===== config.mk =====
export PLATFORM = sky130hd
export DESIGN_NAME = ara_ring_hop_flat
export DESIGN_NICKNAME = d
export VERILOG_FILES = /design/src/rtl/ara_ring_hop_pkg.sv /design/src/rtl/ara_ring_hop_if.sv /design/src/rtl/ara_ring_hop_fifo.sv /design/src/rtl/ara_ring_hop.sv /design/src/flat_wrapper.sv
export SDC_FILE = /design/constraint.sdc
export NUM_CORES = 1
export LEC_CHECK = 0
export ABC_AREA = 1
export BUFFER_PORTS_ARGS = -buffer_cell sky130_fd_sc_hd__buf_2
export CORE_MARGIN = 10
export CORE_UTILIZATION = 50
export DETAILED_ROUTE_END_ITERATION = 10
export PLACE_DENSITY = 0.74
export SYNTH_ARGS = -nofsm -noshare
export SYNTH_HDL_FRONTEND = slang
export SYNTH_SLANG_ARGS = --single-unit

===== constraint.sdc =====
create_clock -name clk_i -period 8.8 [get_ports clk_i]
set_input_delay 0.44 -clock clk_i [delete_from_list [all_inputs] [get_ports clk_i]]
set_output_delay 0.44 -clock clk_i [all_outputs]
set_load 0.02 [all_outputs]

===== src/rtl/ara_ring_hop_pkg.sv =====
// Shared types and helpers for the registered inter-cluster ring hop.
package ara_ring_hop_pkg;

  localparam int unsigned ElenWidth   = 64;
  localparam int unsigned DefDepth    = 2;
  localparam int unsigned DefCntWidth = 32;

  // Payload carried between adjacent clusters on the ring.
  typedef logic [ElenWidth-1:0] remote_data_t;

  // Circular-buffer pointer increment; depth need not be a power of two.
  function automatic int unsigned ptr_next(input int unsigned ptr, input int unsigned depth);
    return (ptr == depth - 1) ? 0 : ptr + 1;
  endfunction

endpackage


===== src/rtl/ara_ring_hop_if.sv =====
// Valid/ready stream channel for one ring direction.
interface ara_ring_hop_if
  import ara_ring_hop_pkg::*;
#(
  parameter int unsigned DataWidth = ElenWidth
) ();

  logic [DataWidth-1:0] data;
  logic                 valid;
  logic                 ready;

  modport master (output data, output valid, input ready);
  modport slave  (input data, input valid, output ready);

endinterface


===== src/rtl/ara_ring_hop_fifo.sv =====
// One direction of the ring hop: circular FIFO with flush, occupancy and transfer count.
// Both ready_o and valid_o derive from registered occupancy only (plus flush).
module ara_ring_hop_fifo
  import ara_ring_hop_pkg::*;
#(
  parameter int unsigned DataWidth = ElenWidth,
  parameter int unsigned Depth     = DefDepth,
  parameter int unsigned CntWidth  = DefCntWidth,
  localparam int unsigned OccWidth = $clog2(Depth + 1),
  localparam int unsigned PtrWidth = (Depth > 1) ? $clog2(Depth) : 1
) (
  input  logic                 clk_i,
  input  logic                 rst_i,
  input  logic                 flush_i,
  input  logic [DataWidth-1:0] data_i,
  input  logic                 valid_i,
  output logic                 ready_o,
  output logic [DataWidth-1:0] data_o,
  output logic                 valid_o,
  input  logic                 ready_i,
  output logic [OccWidth-1:0]  occ_o,
  output logic [CntWidth-1:0]  xfer_cnt_o
);

  logic [DataWidth-1:0] r_mem [Depth];
  logic [PtrWidth-1:0]  r_wptr;
  logic [PtrWidth-1:0]  r_rptr;
  logic [OccWidth-1:0]  r_occ;
  logic [CntWidth-1:0]  r_cnt;

  logic                w_push;
  logic                w_pop;
  logic [PtrWidth-1:0] w_wptr_nxt;
  logic [PtrWidth-1:0] w_rptr_nxt;

  // Handshake decode and outputs; nothing here depends on valid_i/ready_i feeding back.
  always_comb begin
    ready_o    = (r_occ < OccWidth'(Depth)) && !flush_i;
    valid_o    = (r_occ != '0) && !flush_i;
    data_o     = r_mem[r_rptr];
    w_push     = valid_i && ready_o;
    w_pop      = valid_o && ready_i;
    w_wptr_nxt = PtrWidth'(ptr_next(32'(r_wptr), Depth));
    w_rptr_nxt = PtrWidth'(ptr_next(32'(r_rptr), Depth));
  end

  assign occ_o      = r_occ;
  assign xfer_cnt_o = r_cnt;

  // Storage, pointers, occupancy and transfer counter; flush beats push/pop but keeps the count.
  always_ff @(posedge clk_i or posedge rst_i) begin
    if (rst_i) begin
      r_wptr <= '0;
      r_rptr <= '0;
      r_occ  <= '0;
      r_cnt  <= '0;
      for (int i = 0; i < int'(Depth); i++) begin
        r_mem[i] <= '0;
      end
    end else if (flush_i) begin
      r_wptr <= '0;
      r_rptr <= '0;
      r_occ  <= '0;
    end else begin
      if (w_push) begin
        r_mem[r_wptr] <= data_i;
        r_wptr        <= w_wptr_nxt;
      end
      if (w_pop) begin
        r_rptr <= w_rptr_nxt;
        r_cnt  <= r_cnt + CntWidth'(1);
      end
      if (w_push && !w_pop) begin
        r_occ <= r_occ + OccWidth'(1);
      end else if (w_pop && !w_push) begin
        r_occ <= r_occ - OccWidth'(1);
      end
    end
  end

  // A refused word must be held, unchanged, until accepted; a flush cycle releases it.
  a_hold_valid: assert property (@(posedge clk_i) disable iff (rst_i)
    (valid_i && !ready_o && !flush_i) |=> valid_i);
  a_hold_data: assert property (@(posedge clk_i) disable iff (rst_i)
    (valid_i && !ready_o && !flush_i) |=> $stable(data_i));
  a_occ_bound: assert property (@(posedge clk_i) disable iff (rst_i)
    r_occ <= OccWidth'(Depth));

endmodule


===== src/rtl/ara_ring_hop.sv =====
// Registered, elastic link between two adjacent clusters; l2r and r2l are independent FIFOs.
module ara_ring_hop
  import ara_ring_hop_pkg::*;
#(
  parameter int unsigned DataWidth = $bits(remote_data_t),
  parameter int unsigned Depth     = DefDepth,
  parameter int unsigned CntWidth  = DefCntWidth,
  localparam int unsigned OccWidth = $clog2(Depth + 1)
) (
  input  logic                clk_i,
  input  logic                rst_i,
  input  logic                flush_i,
  ara_ring_hop_if.slave       l2r_in,
  ara_ring_hop_if.master      l2r_out,
  ara_ring_hop_if.slave       r2l_in,
  ara_ring_hop_if.master      r2l_out,
  output logic [OccWidth-1:0] l2r_occ_o,
  output logic [OccWidth-1:0] r2l_occ_o,
  output logic [CntWidth-1:0] l2r_xfer_cnt_o,
  output logic [CntWidth-1:0] r2l_xfer_cnt_o
);

  ara_ring_hop_fifo #(
    .DataWidth (DataWidth),
    .Depth     (Depth),
    .CntWidth  (CntWidth)
  ) u_l2r (
    .clk_i      (clk_i),
    .rst_i      (rst_i),
    .flush_i    (flush_i),
    .data_i     (l2r_in.data),
    .valid_i    (l2r_in.valid),
    .ready_o    (l2r_in.ready),
    .data_o     (l2r_out.data),
    .valid_o    (l2r_out.valid),
    .ready_i    (l2r_out.ready),
    .occ_o      (l2r_occ_o),
    .xfer_cnt_o (l2r_xfer_cnt_o)
  );

  ara_ring_hop_fifo #(
    .DataWidth (DataWidth),
    .Depth     (Depth),
    .CntWidth  (CntWidth)
  ) u_r2l (
    .clk_i      (clk_i),
    .rst_i      (rst_i),
    .flush_i    (flush_i),
    .data_i     (r2l_in.data),
    .valid_i    (r2l_in.valid),
    .ready_o    (r2l_in.ready),
    .data_o     (r2l_out.data),
    .valid_o    (r2l_out.valid),
    .ready_i    (r2l_out.ready),
    .occ_o      (r2l_occ_o),
    .xfer_cnt_o (r2l_xfer_cnt_o)
  );

endmodule


===== src/flat_wrapper.sv =====
// flat-port wrapper written by rule: the top's interface ports become plain ports
module ara_ring_hop_flat import ara_ring_hop_pkg::*;
#(
  parameter int unsigned DataWidth = $bits(remote_data_t),
  parameter int unsigned Depth     = DefDepth,
  parameter int unsigned CntWidth  = DefCntWidth,
  localparam int unsigned OccWidth = $clog2(Depth + 1)
)
  (clk_i, rst_i, flush_i, l2r_occ_o, r2l_occ_o, l2r_xfer_cnt_o, r2l_xfer_cnt_o, l2r_in_data, l2r_in_valid, l2r_in_ready, l2r_out_data, l2r_out_valid, l2r_out_ready, r2l_in_data, r2l_in_valid, r2l_in_ready, r2l_out_data, r2l_out_valid, r2l_out_ready);
  ara_ring_hop_if #(.DataWidth(DataWidth)) l2r_in_i ();
  ara_ring_hop_if #(.DataWidth(DataWidth)) l2r_out_i ();
  ara_ring_hop_if #(.DataWidth(DataWidth)) r2l_in_i ();
  ara_ring_hop_if #(.DataWidth(DataWidth)) r2l_out_i ();
  input  logic clk_i;
  input  logic rst_i;
  input  logic flush_i;
  output logic [OccWidth-1:0] l2r_occ_o;
  output logic [OccWidth-1:0] r2l_occ_o;
  output logic [CntWidth-1:0] l2r_xfer_cnt_o;
  output logic [CntWidth-1:0] r2l_xfer_cnt_o;
  input wire logic [$bits(l2r_in_i.data)-1:0] l2r_in_data;
  input wire logic [$bits(l2r_in_i.valid)-1:0] l2r_in_valid;
  output wire logic [$bits(l2r_in_i.ready)-1:0] l2r_in_ready;
  output wire logic [$bits(l2r_out_i.data)-1:0] l2r_out_data;
  output wire logic [$bits(l2r_out_i.valid)-1:0] l2r_out_valid;
  input wire logic [$bits(l2r_out_i.ready)-1:0] l2r_out_ready;
  input wire logic [$bits(r2l_in_i.data)-1:0] r2l_in_data;
  input wire logic [$bits(r2l_in_i.valid)-1:0] r2l_in_valid;
  output wire logic [$bits(r2l_in_i.ready)-1:0] r2l_in_ready;
  output wire logic [$bits(r2l_out_i.data)-1:0] r2l_out_data;
  output wire logic [$bits(r2l_out_i.valid)-1:0] r2l_out_valid;
  input wire logic [$bits(r2l_out_i.ready)-1:0] r2l_out_ready;
  assign l2r_in_i.data = l2r_in_data;
  assign l2r_in_i.valid = l2r_in_valid;
  assign l2r_in_ready = l2r_in_i.ready;
  assign l2r_out_data = l2r_out_i.data;
  assign l2r_out_valid = l2r_out_i.valid;
  assign l2r_out_i.ready = l2r_out_ready;
  assign r2l_in_i.data = r2l_in_data;
  assign r2l_in_i.valid = r2l_in_valid;
  assign r2l_in_ready = r2l_in_i.ready;
  assign r2l_out_data = r2l_out_i.data;
  assign r2l_out_valid = r2l_out_i.valid;
  assign r2l_out_i.ready = r2l_out_ready;
  ara_ring_hop #(.DataWidth(DataWidth), .Depth(Depth), .CntWidth(CntWidth)) u_core (.clk_i(clk_i), .rst_i(rst_i), .flush_i(flush_i), .l2r_in(l2r_in_i), .l2r_out(l2r_out_i), .r2l_in(r2l_in_i), .r2l_out(r2l_out_i), .l2r_occ_o(l2r_occ_o), .r2l_occ_o(r2l_occ_o), .l2r_xfer_cnt_o(l2r_xfer_cnt_o), .r2l_xfer_cnt_o(r2l_xfer_cnt_o));
endmodule

; ---- Word-level counts from Yosys, hierarchy flattened
; Index checks and enable logic that the tools add are counted.
[word_totals]
register_bits = 328
wordCells = 96
input_bits = 135
out_inout_bits = 200
[op_classes]
addsub = 10
n_reduce_logical = 31
muxes = 30
n_lt_le_gt_ge = 8
bitwise = 5
[op_table]
columns = operator, n
row1 = $mux W64, 8
row2 = $bwmux W128, 2
row3 = $demux W64 S1, 2
row4 = $add A32 B1 Y32 const B, 2
row5 = $logic_and A1 B1 Y1, 14
row6 = $mux W1, 12
row7 = $mux W2, 6
row8 = $reduce_bool A2 Y1, 6
row9 = $ge A2 B2 Y1 const B, 4
row10 = $not A1 Y2, 4
row11 = $reduce_and A2 Y1, 4
row12 = $reduce_bool A3 Y1, 2
row13 = $logic_not A1 Y1, 5
row14 = $add A1 B1 Y1 const B, 4
row15 = $add A2 B1 Y2 const B, 2
row16 = $lt A2 B1 Y1 const B, 2
row17 = $lt A2 B2 Y1 const B, 2
row18 = $sub A2 B1 Y2 const B, 2
row19 = $not A1 Y1, 1

; ---- Logic depth before layout (Yosys ltp)
; Gate-level depths: netlist of the first run.
[depth]
depth_word = 8
ltp_mapped = 11

; ---- By module
; From an unflattened synthesis of the first run, not the netlist that was laid out.
[unflattened]
hier_cells = 1978
area_unflattened_um2 = 15678.8
[modules_own_cells]
columns = mod, seq_area_each_um2, area_per_inst_um2, cells_per_inst, instances
row1 = ara_ring_hop_fifo (u_core.u_l2r), 4103.9, 7853.8, 983, 1
row2 = ara_ring_hop_fifo (u_core.u_r2l), 4103.9, 7825.0, 995, 1

; ---- Worst setup path after synthesis of the first run
; OpenSTA, ideal clock, no wires.
[synth_path]
path_type = register to output
startpoint = reg u_core.u_l2r.r_rptr
endpoint = out l2r_out_data[25]
arrival_ps = 1297
path_stages_with_launch = 4
slack_ps = 7063
path_cell_list = dfrtp_1 -> clkbuf_1 -> buf_2 -> mux2_2
[synth_between]
elab_chain_len = 4
[synth_lines]
columns = item, line
row1 = "start, declared", ara_ring_hop_fifo.sv:27  ; logic [PtrWidth-1:0] r_rptr;
row2 = "start signal, assigned", ara_ring_hop_fifo.sv:70  ; r_rptr <= w_rptr_nxt;
row3 = $not A1 Y2 (not written as such), ara_ring_hop_fifo.sv:40  ; data_o = r_mem[r_rptr];
row4 = $mux W64 (not written as such) (3 in a row), ara_ring_hop_fifo.sv:40
row5 = "end, declared", flat_wrapper.sv:24  ; output wire logic [$bits(l2r_out_i.data)-1:0] l2r_out_data;
; No other way between the ends. The select of a mux whose other input is x is not followed.

; ---- Worst setup path in the final report of the first run
[layout_path]
startpoint = reg u_core.u_l2r.r_rptr
endpoint = out l2r_out_data[22]
; Same word-level chain as after synthesis.

==> metrics, run 1 <==
status finished, final reports clean; CP Max Fanout 66; overall power 6.22 mW; first-pass GRT wire length 63,500 um; H-tree lvl count 2; synth warn 0; CP delay by family, top buffers and inverters; DRC Markers 0; Final Core Density 0.603; most frequent cells in the layout 652 x nand2_1, 334 x buf_2, 326 x dfrtp_1; via density per instance 4.96; Total Wirelength 38,900 um; crit-path max cell delay ~0.65 ns; most common cell after layout, fill and taps aside nand2_1; Die Y 195 um; count of final setup violators 0; met1 Track Usage GR 0.262; Slew Viols, Final 0; period utilisation layout 0.302; Post-Syn Area per Cell 8.64 sq um; Max Cap Violations 0; Lkg Pwr 9.92 nW; register area share after synthesis 0.534; Worst Hold Path Cells 3; Distinct cells, synth 37; # fillers 2,674; drt initial violations ~910; Min-Delay Path Class in -> reg; GRT busiest layer met2; vias in the first global route 12,300; Slowest cell on crit path buf_4; placer congestion estimate 0.871; Buffers on Ports 334; CP Launch Type flop; switching share of power 0.378; synthesized area 15,400 sq um; Die Wd about 200 um; post-synth top area share 0.534; hold_buf cts 0; CP endpoint kind output port; critical path buffer and inverter count 2; minimum clock period 2.66 ns; RSZ-0062 raised after global routing false; Int Power 3.87 mW; Core ar. 30,400 sq um; via total after detailed routing 12,400; Register-to-Register Path Depth 6; part of the power in the clock network 0.247; layout cell share with drive strength beyond 1 0.258; worst slew pin tran approximately 1.2 ns; met3 Resource Use GR 0.0557; end point of the worst hold path u_core.u_l2r.r_mem[72]$_DFFE_PP0P_; # rows 64; largest net degree at the start of global routing 175; clk root buf clkbuf_16; CTS resizes 0; Hold Startpoint l2r_in_data[8]; die area 38,100 sq um; RR Startpoint u_core.u_l2r.occ_o[1]$_DFFE_PP0P_; Layout Cells excl Fill 2,510; r2r endpoint u_core.u_l2r.r_mem[118]$_DFFE_PP0P_; GRT Overall Usage 0.197; Starting Density 0.505; Slew HR 0.208; critical path data arrival time 2.22 ns; cell taking the most area after synthesis dfrtp_1; Comb pwr share 0.363; skew final 0.0180 ns; DR WL/cell around 15 um; r2r setup slk 6.42 ns; total congestion overflow 0; Power Dens Cells 339 nW/um^2; Clock transition at path regs around 0.060 ns; crit path cell chain buf_4 > mux2_2 > buf_2; Clock Path Buffers 3; DRT Pass-1 Iters 5; maximum clock frequency 0.376 GHz; count of mapped cells out of synthesis 1,779; # IOs roughly 340; post-synthesis sequential element count between 300 and 400; initial antenna violation count 1; CTS Buf Count 37; worst vdd ir 246 uV; post-CTS setup buffers 0; Sink Count 328; worst skew pair latency 0.51 ns; CTS tree done; GRT met2 Usage 0.312; Antenna Nets Post-Route 0; Flop pwr share 0.390; critical path type reg -> out; syn_nets 1,916; final total negative setup slack 0 ns; placed cell count around 2,400; NumNets Final 2,222; Worst Path Required 8.36 ns; area delta synth->final 19.5%; Final Hold Vio Count 0; Synth area leaders dfrtp_1 53%, nand2_1 16%, o21ai_0 4.8%; sw power 2.35 mW; DPL Wire Length 26,900 um
-- cell usage after synthesis --
master	instances
nand4_1	10
buf_1	2
inv_2	1
nor4_1	2
nor3b_1	1
nor2_2	8
nor2_4	5
o21ai_0	147
buf_4	3
clkbuf_1	16
nor2_1	66
nand3_2	1
buf_6	26
inv_1	193
clkbuf_2	1
o21ai_2	46
dfrtp_1	328
nor3_1	4
inv_4	1
nand2_1	654
nand2_4	2
nand2_2	3
xnor2_1	23
o21bai_1	1
nand3_1	38
nor3_4	1
buf_2	29
or2_4	2
nand3b_1	4
nor3b_2	1
mux2_2	64
nand3_4	3
xor2_1	12
a21oi_1	1
ha_1	2
o21ai_1	77
nor2_8	1
-- through the flow --
| step | hold WS, ns | setup slack [ns] | area [sq um] |
|---|---|---|---|
| 4_1_cts | 0.156 | 6.10 | 18400 |
| 3_3_place_gp | 0.459 | 6.31 | 17100 |
| 2_1_floorplan | 0.448 | 3.98 | 15400 |
| 5_1_grt | 0.176 | 6.04 | 18400 |
| 6_report | 0.178 | 6.14 | 18400 |
| 3_5_place_dp | 0.467 | 6.25 | 17100 |
-- registers in the layout, indices dropped and copies added, names as in the netlist, 2 cells and up --
signal                   count
u_core.u_l2r.xfer_cnt_o     32
u_core.u_l2r.r_mem         128
u_core.u_r2l.occ_o           2
u_core.u_r2l.xfer_cnt_o     32
u_core.u_r2l.r_mem         128
u_core.u_l2r.occ_o           2
-- metal layers --
metal  wire length, um  up-vias
li1                  -     6190
met2             17900      386
met1             17100     5811
met5                 0        -
met4               811        0
met3              3140       60
-- tightest hold or removal path: cells and delay by family --
kind / cells / cell delay, ns
compound gates: 1 / 0.06
buf+inv: 2 / 0.14
-- cell type report --
class	instances	area, sq um	share of cell area
diodes	1	2.50	0.000136
clock buffers	61	1180	0.0642
clock inverters	6	66.3	0.00361
inverters	195	738	0.0402
multi-input cells	1179	5910	0.322
flip-flops and latches	328	8210	0.447
well taps	396	495	0.0270
repair buffers	344	1760	0.0958
-- worst max path at each step --
stage                     cells after the start                                  end  slack (ns)                            start
after floorplan                               1    u_core.u_l2r.occ_o[0]$_DFFE_PP0P_        3.98                            rst_i
after global placement                        7  u_core.u_l2r.r_mem[114]$_DFFE_PP0P_        6.31                          flush_i
after detailed placement                      7   u_core.u_l2r.r_mem[92]$_DFFE_PP0P_        6.25                          flush_i
after CTS                                     3                     l2r_out_data[22]        6.10  u_core.u_l2r.r_rptr$_DFFE_PP0P_
after global routing                          3                     l2r_out_data[22]        6.04  u_core.u_l2r.r_rptr$_DFFE_PP0P_
final                                         3                     l2r_out_data[22]        6.14  u_core.u_l2r.r_rptr$_DFFE_PP0P_
-- kinds of logic after synthesis --
family,after synthesis,synth area share
AND/OR/NAND/NOR,806,0.215
flip-flops,328,0.534
AO/OA/AOI/OAI,272,0.100
buffers and inverters,272,0.0825
multiplexers,64,0.0469
XOR/XNOR,35,0.0199
adder cells (fa/ha/maj),2,0.00163
-- power by group through the flow --
stage,combinational (mW),clock (mW),sequential (mW)
6_report,2.26,1.54,2.43
5_1_grt,2.51,1.64,2.50
4_1_cts,2.30,1.57,2.42
3_5_place_dp,2.28,0,2.44
3_3_place_gp,2.24,0,2.41
2_1_floorplan,1.60,0,2.40
(Power assumes the default switching activity.)
==> run 2, diff against run 1 <==
Clock period 8.8 ns to 2.3 ns, I/O delays scaled along.
==> run 2 against run 1 <==
- via count rose by 7.3%
- core utilization rose by 4.6 points
- final cell count rose by 5.2%
- total power rose to 3.9 times the previous value
- design area rose by 7.7%
- die area did not move
- non-clock buffer count rose by 136
- routed wire length rose by 9.6%
- count of clock-buffer cells in the layout fell by 8
- clock power rose to 3.7 times the previous value
- global-route usage rose by 2.2 points
- critical path depth rose by 1
- highest routed layer unchanged
==> metrics, run 2 (same netlist as run 1, synthesis figures left out) <==
# rows 64 (unchanged); Comb pwr share 0.376 (+0.013); drt initial violations 1,011 (+11%); largest net degree at the start of global routing 115 (-34%); Die Y 195 um (unchanged); total congestion overflow 0 (unchanged); Power Dens Cells 1220 nW/um^2 (+260%); CP delay by family, top buffers and inverters; GRT Overall Usage 0.219 (+0.0224); worst skew pair latency 0.50 ns (about the same); Worst Hold Path Cells 4 (+1); area delta synth->final 28.7%; via total after detailed routing 13,400 (+7.3%); die area 38,100 sq um (unchanged); placer congestion estimate 0.881 (+1.1%); cell mode on critical path nand2_1; Flop pwr share 0.389 (about the same); DRT Pass-1 Iters 5 (unchanged); sw power 9.21 mW (+290%); Core ar. 30,400 sq um (unchanged); DPL Wire Length 28,200 um (+4.9%); Total Wirelength 42,600 um (+9.6%); Antenna Nets Post-Route 0 (unchanged); count of final setup violators 0 (unchanged); RR Startpoint u_core.u_l2r.occ_o[1]$_DFFE_PP0P_; Layout Cells excl Fill 2,640 (+5.2%); Slew HR 0.500 (+0.292); initial antenna violation count 0 (-1); crit path cell chain buf_4 > nand2_1 > nand2_1 > buf_2; critical path data arrival time 1.91 ns (-0.31 ns); critical path type reg -> out; Clock Path Buffers 3 (unchanged); Register-to-Register Path Depth 6 (unchanged); minimum clock period 2.02 ns; crit-path max cell delay 0.57 ns (-0.08 ns); H-tree lvl count 2 (unchanged); Regs by FF count u_core.u_l2r.r_mem x128, u_core.u_r2l.r_mem x128; RSZ-0062 raised after global routing false; vias in the first global route 13,600 (+10%); r2r endpoint u_core.u_l2r.r_mem[99]$_DFFE_PP0P_; worst slew pin tran 0.750 ns (-0.438 ns); # IOs 335 (unchanged); antenna fix cells 0 (-1); via density per instance 5.06 (+2.0%); CTS Buf Count 36 (-2.7%); first-pass GRT wire length 70,800 um (+11%); DRC Markers 0 (unchanged); Starting Density 0.505 (unchanged); post-CTS setup buffers 0 (unchanged); r2r setup slk 0.43 ns (-5.99 ns); period utilisation layout 0.879; Sink Count 328 (unchanged); CP Max Fanout 64 (-3.0%); Int Power 14.8 mW (+280%); Final Hold Vio Count 0 (unchanged); placed cell count 2,446 (+0.16%); Min-Delay Path Class in -> reg; Max Cap Violations 0 (unchanged); switching share of power 0.383 (+0.00535); Sequential Area 8210 sq um (unchanged); CTS resizes 0 (unchanged); skew final 0.0173 ns (-0.000656 ns); layout cell share with drive strength beyond 1 0.245 (-0.0133); most frequent cells in the layout 652 x nand2_1, 334 x buf_2, 326 x dfrtp_1; CP Launch Type flop; DR WL/cell 16.2 um (+4.2%); part of the power in the clock network 0.235 (-0.012); critical path buffer and inverter count 2 (unchanged); area of the multi-input gates 5910 sq um (unchanged); worst vdd ir 1010 uV (+310%); CTS tree done; Slowest cell on crit path buf_4; maximum clock frequency 0.495 GHz; Worst Path Required 2.18 ns (-6.18 ns); Lkg Pwr 10.5 nW (+6.1%); Buffers on Ports 334 (unchanged); NumNets Final 2,357 (+6.1%); clk root buf clkbuf_16; status finished, final reports clean; Slew Viols, Final 0 (unchanged); most common cell after layout, fill and taps aside nand2_1; Final Core Density 0.650 (+0.0465); CP endpoint kind output port; Hold Startpoint flush_i; overall power 24.0 mW (+290%); end point of the worst hold path u_core.u_l2r.xfer_cnt_o[1]$_DFFE_PP0P_; # fillers 2,435 (-8.9%); Die Wd 195 um (unchanged); Clock transition at path regs 0.06 ns (about the same)
-- run 2: worst max-delay path by stage --
stage / startpoint / end / depth (start not counted)
finish: u_core.u_r2l.r_rptr$_DFFE_PP0P_ / r2l_out_data[7] / 4
global route: u_core.u_r2l.r_rptr$_DFFE_PP0P_ / r2l_out_data[45] / 4
CTS: u_core.u_r2l.r_rptr$_DFFE_PP0P_ / r2l_out_data[45] / 5
detailed placement: u_core.u_l2r.occ_o[1]$_DFFE_PP0P_ / u_core.u_l2r.r_mem[97]$_DFFE_PP0P_ / 6
global placement: u_core.u_l2r.occ_o[1]$_DFFE_PP0P_ / u_core.u_l2r.r_mem[107]$_DFFE_PP0P_ / 6
floorplan: rst_i / u_core.u_l2r.occ_o[0]$_DFFE_PP0P_ / 1
-- run 2: timing repair --
| action | CTS | global route |
|---|---|---|
| setup endpoints to repair | 0 | 0 |
| endpoints found under the hold margin | 587 | 0 |
| hold buffers | 132 | 0 |
-- run 2: final cells by class --
cell class | instances | share of cell area
tap | 396 | 0.0251
clock buffer | 53 | 0.0554
clock inverter | 9 | 0.00386
multi-input combinational | 1179 | 0.299
sequential | 328 | 0.415
timing repair buffer | 480 | 0.164
inverter | 195 | 0.0373
-- run 2: power by group through the flow --
| stage | Sequential [mW] | Combinational [mW] | Clock (mW) |
|---|---|---|---|
| 6_report | 9.36 | 9.03 | 5.65 |
| 5_1_grt | 9.62 | 9.99 | 5.99 |
| 4_1_cts | 9.31 | 9.05 | 5.76 |
| 3_5_place_dp | 9.36 | 8.82 | 0 |
| 3_3_place_gp | 9.24 | 8.63 | 0 |
| 2_1_floorplan | 9.17 | 6.11 | 0 |
-- run 2: per-stage QoR --
step | instance area (sq um) | setup WS, ns | hold slack, ns | setup TNS [ns]
floorplan | 15400 | -2.19 | 0.260 | -719.53
global placement | 17300 | 0.533 | 0.374 | 0
detailed placement | 17300 | 0.454 | 0.375 | 0
CTS | 19800 | 0.242 | 0.0502 | 0
global route | 19800 | 0.128 | 0.0843 | 0
finish | 19800 | 0.278 | 0.0692 | 0
-- run 2: per-layer routing --
layer  track usage  share of wire
met1         0.285           0.42
met2         0.360           0.48
met3        0.0519          0.077
met4        0.0594          0.023
met5             0              0
-- run 2: worst reg2reg max path, stage by stage (launching register included) --
cell     delay (ns)
dfrtp_1        0.42
nor2_2         0.07
nand2_2        0.08
or2_4          0.47
buf_12         0.44
nand2_1        0.18
o21ai_1        0.13
